$ cat config.mk
export PLATFORM = sky130hd
export DESIGN_NAME = dmem_arbiter
export DESIGN_NICKNAME = d
export VERILOG_FILES = /design/src/rtl/dmem_arbiter.sv
export SDC_FILE = /design/constraint.sdc
export NUM_CORES = 1
export LEC_CHECK = 0
export CAP_MARGIN = 0
export CORE_UTILIZATION = 45
export CTS_BUF_LIST = sky130_fd_sc_hd__clkbuf_4 sky130_fd_sc_hd__clkbuf_8
export CTS_CLUSTER_SIZE = 10
export DETAILED_ROUTE_END_ITERATION = 16
export HOLD_SLACK_MARGIN = 0.02
export PLACE_DENSITY = 0.87
export SLEW_MARGIN = 20
export SYNTH_ARGS = -nofsm -noshare
export SYNTH_HDL_FRONTEND = slang
export SYNTH_SLANG_ARGS = --single-unit
$ cat constraint.sdc
create_clock -name clk -period 2.11 [get_ports clk]
set_input_delay 0.5275 -clock clk [delete_from_list [all_inputs] [get_ports clk]]
set_output_delay 0.5275 -clock clk [all_outputs]
set_load 0.01 [all_outputs]
$ cat src/rtl/dmem_arbiter.sv
// Two-port round-robin arbiter in front of a single-ported data memory.
// Every access is an IDLE (arbitrate/latch) cycle followed by an ACCESS cycle.
module dmem_arbiter #(
    parameter int unsigned PRIO_INIT = 0
) (
    input  logic        clk,
    input  logic        rst,
    input  logic        m0_req,
    input  logic        m0_we,
    input  logic [15:0] m0_addr,
    input  logic [15:0] m0_wdata,
    input  logic        m1_req,
    input  logic        m1_we,
    input  logic [15:0] m1_addr,
    input  logic [15:0] m1_wdata,
    output logic        m0_gnt,
    output logic        m0_rvalid,
    output logic [15:0] m0_rdata,
    output logic        m1_gnt,
    output logic        m1_rvalid,
    output logic [15:0] m1_rdata,
    output logic [15:0] mem_A,
    output logic [15:0] mem_WD,
    output logic        mem_WE,
    output logic        mem_RE,
    input  logic [15:0] mem_RD
);

    localparam int  DATA_W   = 16;
    localparam logic PRIO_RST = (PRIO_INIT != 0);

    typedef enum logic {IDLE, ACCESS} state_t;

    state_t state_q, state_d;

    logic              prio_q;
    logic              any_req;
    logic              win_sel;
    logic              in_access;
    logic              win_id_p0;
    logic              we_p0;
    logic [DATA_W-1:0] addr_p0;
    logic [DATA_W-1:0] wdata_p0;
    logic              m0_vld_p1;
    logic              m1_vld_p1;
    logic [DATA_W-1:0] m0_rdata_p1;
    logic [DATA_W-1:0] m1_rdata_p1;

    assign any_req   = m0_req | m1_req;
    // Contention goes to the priority holder; otherwise the lone requester wins.
    assign win_sel   = (m0_req & m1_req) ? prio_q : m1_req;
    assign in_access = (state_q == ACCESS);

    always_ff @(posedge clk or negedge rst) begin
        if (!rst) begin
            state_q <= IDLE;
        end else begin
            state_q <= state_d;
        end
    end

    always_comb begin
        state_d = state_q;
        case (state_q)
            IDLE:    if (any_req) state_d = ACCESS;
            ACCESS:  state_d = IDLE;
            default: state_d = IDLE;
        endcase
    end

    // Stage p0: winner's request captured at the edge leaving IDLE
    always_ff @(posedge clk or negedge rst) begin
        if (!rst) begin
            prio_q    <= PRIO_RST;
            win_id_p0 <= 1'b0;
            we_p0     <= 1'b0;
            addr_p0   <= '0;
            wdata_p0  <= '0;
        end else if (state_q == IDLE && any_req) begin
            prio_q    <= ~win_sel;
            win_id_p0 <= win_sel;
            we_p0     <= win_sel ? m1_we    : m0_we;
            addr_p0   <= win_sel ? m1_addr  : m0_addr;
            wdata_p0  <= win_sel ? m1_wdata : m0_wdata;
        end
    end

    // Stage p1: read data captured at the edge ending ACCESS
    always_ff @(posedge clk or negedge rst) begin
        if (!rst) begin
            m0_vld_p1   <= 1'b0;
            m1_vld_p1   <= 1'b0;
            m0_rdata_p1 <= '0;
            m1_rdata_p1 <= '0;
        end else begin
            m0_vld_p1 <= in_access & ~we_p0 & ~win_id_p0;
            m1_vld_p1 <= in_access & ~we_p0 &  win_id_p0;
            if (in_access && !we_p0 && !win_id_p0) m0_rdata_p1 <= mem_RD;
            if (in_access && !we_p0 &&  win_id_p0) m1_rdata_p1 <= mem_RD;
        end
    end

    // Memory strobes decode from state so an async reset kills them at once.
    assign mem_A     = in_access ? addr_p0 : '0;
    assign mem_WE    = in_access &  we_p0;
    assign mem_RE    = in_access & ~we_p0;
    assign mem_WD    = (in_access && we_p0) ? wdata_p0 : '0;
    assign m0_gnt    = in_access & ~win_id_p0;
    assign m1_gnt    = in_access &  win_id_p0;
    assign m0_rvalid = m0_vld_p1;
    assign m1_rvalid = m1_vld_p1;
    assign m0_rdata  = m0_rdata_p1;
    assign m1_rdata  = m1_rdata_p1;

endmodule

==> run_results.csv <==
group,metric,value,unit
outcome,status,"finished, final reports clean",
place,numPortBuffers,155,
timing,fin_setup_tns,0,ns
logic_synthesis,synth_cell_types,23,
setup_path,critPathCaptureType,"output port",
logic_synthesis,synthesis.nets,396,
drt,post_drt_wl_per_cell,16.64,µm
clock_tree,cts_made_buffers,9,
finish,antenna_cells,0,
finish,final_cell_mix,"120 x clkdlybuf4s50_1, 69 x dfrtp_1, 35 x o21ai_0, 34 x dlygate4sd2_1",
drt,drtPass1Iterations,4,
floorplanning,die-area,7547,µm²
clock_tree,htree_levels,3,
setup_path,reg2reg_to,"wdata_p0[12]",
clock_tree,ctsHoldBuffers,0,
setup_path,max_stage_delay,0.53,ns
clock_tree,cts-root-buf,"clkbuf_8",
logic_synthesis,yosysWarnings,0,
grt,grt_max_degree,71,
drt,ant_nets,0,
setup_path,path_class,"flop to output port",
clock_tree,clk_pin_slew,0.08,ns
floorplanning,core,6869,µm²
logic_synthesis,ys_seq_elements,70,
setup_path,cp-startpoint,"in_access",
power_and_ir_drop,p_leak,0.002236,µW
setup_path,crit_end,"mem_A[13]",
timing,setup_viol,0,
setup_path,reg2reg_from,"in_access",
timing,tightest_slew,0.4851,ns
timing,rsz0062_at_grt,"false",
timing,fin_crit,2.047,ns
setup_path,ff2ff_path_depth,7,
drt,route.detailed.drc,0,
grt,grt_overflow,0,
worst_hold_path,hold_class,"input port to asynchronous set/reset pin",
finish,synthToLayoutAreaGrowth,57.31,%
place,dp_hpwl,6569,µm
timing,timing.fmax,488.6,MHz
floorplanning,io_pins,156,
logic_synthesis,yosysSeqAreaShare,54.03,%
setup_path,path_buf_inv,2,
setup_path,cp.arrival,1.52,ns
power_and_ir_drop,peakVddDrop,0.3756,mV
logic_synthesis,synth_cells,310,
drt,post_drt_via_cell_ratio,5.389,
setup_path,cp-start-kind,"flop",
grt,antenna_found_initial,0,
timing,finClkSkew,0.009096,ns
grt,grt_pass1_wl,15010,µm
floorplanning,initial_core_util,47.19,%
drt,routed_wl,9421,µm
setup_path,path_cells,"buf_12 > and2_1 > clkdlybuf4s50_1",
setup_path,crit_slowest_cell,"clkdlybuf4s50_1",
grt,track_usage,25.66,%
setup_path,critical_path.top_delay_family,"buffers and inverters",
finish,drive_gt1_share,15.53,%
floorplanning,die_h,86.88,µm
setup_path,cp_max_fo,20,
timing,hold_viol_final,0,
clock_tree,cts_tree,"built",
clock_tree,clk_path_buf_depth,2,
timing,slew_headroom,67.64,%
place,place_congestion,0.7891,
finish,layout_commonest_cell,"clkdlybuf4s50_1",
setup_path,cp.depth,3,
logic_synthesis,syn_avg_cell_area,10.46,µm²
setup_path,cp.required,1.58,ns
job,drv_cap,0,
logic_synthesis,netlist_area,3242,µm²
clock_tree,insertion_delay,0.33,ns
grt,grt_pass1_vias,3029,
drt,vias,3050,
drt,drtIter0Drc,156,
floorplanning,rows,30,
place,post-place-cells,548,
timing,period_share,97.00,%
setup_path,rrSetupSlack,0.34,ns
finish,instances_no_fill,566,
power_and_ir_drop,p_per_area,1030,nW/µm²
finish,final_nets,551,
timing,slew_viol_final,0,
floorplanning,die_width,86.88,µm
clock_tree,clock-sinks,70,
timing repair:
item,in CTS,in global routing
gates resized for setup,34,1
gates cloned,0,1
buffers inserted,0,1
endpoints found under the setup margin,34,2
cell type report:
cell class / instances / area [µm²]
fill: 504 / 1769
inverter: 3 / 11.26
clock inverter: 6 / 47.55
multi-input combinational: 209 / 1350
tap: 96 / 120.1
sequential: 70 / 1753
clock buffer: 10 / 131.4
timing repair buffer: 172 / 1687
worst reg2reg max path: stages, from the launching register on:
cell and delay, ns:
dfrtp_2 0.43, buf_4 0.15, clkbuf_16 0.17, o21bai_2 0.30, inv_2 0.24, buf_12 0.20
nor2_1 0.06, a21oi_1 0.14
Yosys cell counts (all sizes together):
cell	count	area, µm²
a21oi	33	165.2
a31oi	33	206.5
and2	18	112.6
and3	16	100.1
buf	9	60.06
clkbuf	19	71.32
dfrtp	70	1752
inv	3	11.26
mux2	32	394.1
nand2	2	10.01
nand2b	1	6.260
nor2	33	123.9
nor2b	4	35.03
o21ai	35	175.2
o21bai	1	11.26
o31ai	1	7.510
report_power, final:
group | leakage [µW] | total, µW | switching, µW | internal [µW]
combinational | 0.00135 | 2210 | 894 | 1310
sequential | 0.000809 | 2070 | 260 | 1810
clock | 0.0000785 | 972 | 526 | 445
total | 0.00224 | 5250 | 1680 | 3570
flip-flops by register name (all words and copies together), names as in the netlist:
| signal | flops |
|---|---|
| m1_rdata | 16 |
| m0_rvalid | 1 |
| we_p0 | 1 |
| win_id_p0 | 1 |
| prio_q | 1 |
| addr_p0 | 16 |
| m1_rvalid | 1 |
| wdata_p0 | 16 |
| in_access | 1 |
| m0_rdata | 16 |
routing by layer:
metal / share of wire (%) / track usage (%) / up-vias
li1: - / - / 1410
met1: 41 / 33.19 / 1449
met2: 48 / 41.95 / 170
met3: 8.8 / 6.730 / 21
met4: 1.8 / 8.636 / 0
met5: 0 / 0 / -
cells by family after synthesis:
logic type,count (synthesis),share of synthesized area (%)
mux,32,12.16
compound gates,103,17.45
simple gates,74,11.96
buf+inv,31,4.400
flops,70,54.03
through the flow:
step                      worst slack [ns]  power (µW)  hold slack [ns]  utilization (%)  instance area [µm²]
after global placement             0.04323        4279           0.4858            71.77                 4930
after CTS                        0.0003001        5270           0.2206            73.75                 5066
after floorplan                     0.5868        3053           0.2319                -                 3242
final                              0.06326        5251           0.2126            74.24                 5100
after detailed placement          -0.03448        4375           0.4911            71.77                 4930
after global routing              0.001088        5557           0.2407            74.24                 5100
worst min-delay path by stage:
stage | startpoint | to | slack, ns | depth (start not counted)
global route | rst | m0_rdata[5] | 0.24 | 2
finish | rst | m1_rdata[3] | 0.21 | 2
CTS | rst | m0_rdata[10] | 0.22 | 2
global placement | m1_rdata[4] | m1_rdata[4] | 0.49 | 1
detailed placement | m1_rdata[9] | m1_rdata[9] | 0.49 | 1
floorplan | rst | addr_p0[0] | 0.23 | 0
No activity file was read; power rests on OpenSTA's default activity.
==> RTL edit (same settings) <==
Reset style: synchronous (`rst`), changed in 3 clocked blocks. Comments in the files are not updated.
--- a/src/rtl/dmem_arbiter.sv
+++ b/src/rtl/dmem_arbiter.sv
@@ -53,3 +53,3 @@
 
-    always_ff @(posedge clk or negedge rst) begin
+    always_ff @(posedge clk) begin
         if (!rst) begin
@@ -71,3 +71,3 @@
     // Stage p0: winner's request captured at the edge leaving IDLE
-    always_ff @(posedge clk or negedge rst) begin
+    always_ff @(posedge clk) begin
         if (!rst) begin
@@ -88,3 +88,3 @@
     // Stage p1: read data captured at the edge ending ACCESS
-    always_ff @(posedge clk or negedge rst) begin
+    always_ff @(posedge clk) begin
         if (!rst) begin
Behaviour: differs if rst is asserted again (counterexample within 4 cycles, from zero or initial values and one cycle with rst low); with rst held inactive, the same outputs for 10 cycles.
==> RTL edit against the original RTL <==
- final area decreased by 0.49%
- area after synthesis decreased by 3.3%
- die area shrank 3.2%
- routed wire length is 7.5% higher
- setup slack got worse by 46 ps
- clock skew hardly changed
- sequential cell count did not move
- critical endpoint is now mem_WD[0]
- largest cell class is now buffers
Power is not compared: it rests on default switching activity, and its combinational part moved more than twofold at a synthesized area within 25%.
==> RTL edit: results (changes against the original RTL) <==
fillers: 512  # was 504
worst_slew_pin_slew_ps: 777  # was 485 ps
drt-total-wl_um: 10100  # was 9420 um
hold_start: "m0_rdata[1]$_SDFFE_PN0P_"
r2r-start: "we_p0$_SDFFE_PN0P_"  # was in_access$_DFF_PN0_
cts_buffer_depth: 2  # unchanged
rrSetupSlack_ps: 410  # was 340 ps
antenna_cells: 0  # unchanged
synthAdderAreaFrac_pct: 0  # unchanged
drt_iter0_markers: 176  # was 156
ys_async_sr_fraction_pct: 0  # was 100%
synthXorXnorAreaFrac_pct: 0  # unchanged
clockRootBuffer: "clkbuf_8"  # unchanged
h-tree-depth: 3  # unchanged
reg2reg_depth: 4  # was 7
syn_nets: 478  # was 396
reg2reg_to: "m0_rdata[3]$_SDFFE_PN0P_"  # was wdata_p0[12]$_DFFE_PN0P_
place_hpwl_um: 6760  # was 6570 um
vias: 3505  # was 3050
p_leak_uw: 0.00234
ys.warnings.count: 0  # unchanged
gp_congestion: 0.766  # was 0.789
antenna_found_initial: 0  # unchanged
status: "finished clean"  # unchanged
timing.hold.ws_ps: 451  # was 213 ps
synth_compound_area_share_pct: 30.5  # was 17.4%
min_path_type: "flip-flop to flip-flop"  # was input pin to asynchronous set/reset pin
muxShareOfSynthArea_pct: 0  # was 12.2%
insertion_delay_ps: 340
hold_end: "m0_rdata[1]$_SDFFE_PN0P_"
place_area_um2: 4770  # was 4930 um^2
hold_path_depth: 2
yosysUniqueCellTypes: 29  # was 23
ys_seq_area_share_pct: 44.7  # was 54.0%
post-cts-setup-buffer-count: 0  # unchanged
grt_pass1_wl_um: 15700  # was 15000 um
first_pass_iters: 5  # was 4
grt_max_degree: 35  # was 71
cellPowerDensity_nw_per_um2: 636
grt_pass1_vias: 3294  # was 3029
grt_usage_pct: 27.0  # was 25.7%
drive_gt1_share_pct: 11.7  # was 15.5%
portBuffers: 155  # unchanged
synthTopCellsByCount: "dfxtp_1, o21ai_0, a21oi_1, nand2_1, a31oi_1"  # was dfrtp_1, o21ai_0, a21oi_1, a31oi_1, nor2_1
finalClockSkew_ps: 8.64  # was 9.10 ps
arrival_ps: 1560  # was 1520 ps
ys_top_cells_by_area: "dfxtp_1, o21ai_0, a21oi_1"  # was dfrtp_1, mux2_2, a31oi_1
finalNetCount: 627  # was 551
crit_fanout: 14  # was 20
vdd_drop_max_uv: 370
RTL edit: cell count changes in the layout (fill, tap and decap cells not counted), sizes merged, moves of 4 or more:
cell / unedited run / this run
nand2: 2 / 64
mux2: 32 / 0
dlymetal6s2s: 0 / 26
nor2b: 4 / 0
dfrtp: 70 / 0
buf: 17 / 21
o21ai: 35 / 66
nor2: 33 / 4
a21oi: 33 / 64
dlygate4sd2: 34 / 6
dfxtp: 0 / 70
RTL edit: logic make-up after synthesis:
kind of cell / after synthesis
AO/OA/AOI/OAI: 169
buffers and inverters: 43
flip-flops: 70
AND/OR/NAND/NOR: 110
RTL edit: timing repair:
| item | 4_1_cts | 5_1_grt |
|---|---|---|
| gates resized for setup | 13 | 29 |
| cloned | 0 | 1 |
| setup endpoints to repair | 27 | 27 |
RTL edit: cell type report:
| type | instances | area share, % |
|---|---|---|
| clock buffer | 12 | 2.88 |
| inverter | 4 | 0.296 |
| multi-input combinational | 279 | 29.9 |
| sequential | 70 | 27.8 |
| clock inverter | 4 | 0.937 |
| timing repair buffer | 177 | 36.2 |
| tap | 80 | 1.97 |
RTL edit: how the worst max path moves through the flow:
stage | startpoint | to | cells past startpoint
after global placement | we_p0$_SDFFE_PN0P_ | mem_WD[8] | 2
after CTS | in_access$_SDFF_PP0_ | mem_WD[4] | 3
after detailed placement | we_p0$_SDFFE_PN0P_ | mem_WD[6] | 2
after floorplan | we_p0$_SDFFE_PN0P_ | mem_WD[0] | 3
after global routing | in_access$_SDFF_PP0_ | mem_WD[0] | 3
final | in_access$_SDFF_PP0_ | mem_WD[0] | 3
RTL edit: worst max-delay path, stage by stage (launching register included):
cell and delay [ps]:
dfxtp_4 400, buf_8 140, and3_1 160, clkdlybuf4s50_1 530
RTL edit: metrics by stage:
step | setup TNS, ps | total power [uW] | setup slack [ps] | instances
3_5_place_dp | 0 | 2180 | 40.7 | 609
3_3_place_gp | 0 | 2160 | 136 | 609
2_1_floorplan | 0 | 1810 | 549 | 392
6_report | 0 | 3230 | 17.7 | 626
5_1_grt | -33.1 | 3380 | -23.5 | 626
4_1_cts | 0 | 3240 | 0.798 | 625
RTL edit: power breakdown:
group	switching, uW	internal (uW)
Sequential	61.6	1420
Combinational	322	373
Clock	476	582
Total	860	2370
RTL edit: metal layers:
metal  GRT usage [%]  up-vias  wire [um]
li1                -     1665          -
met1            32.3     1630       4050
met2            46.2      196       4980
met3            7.30       14        949
met4            10.2        0        148
met5               0        -          0
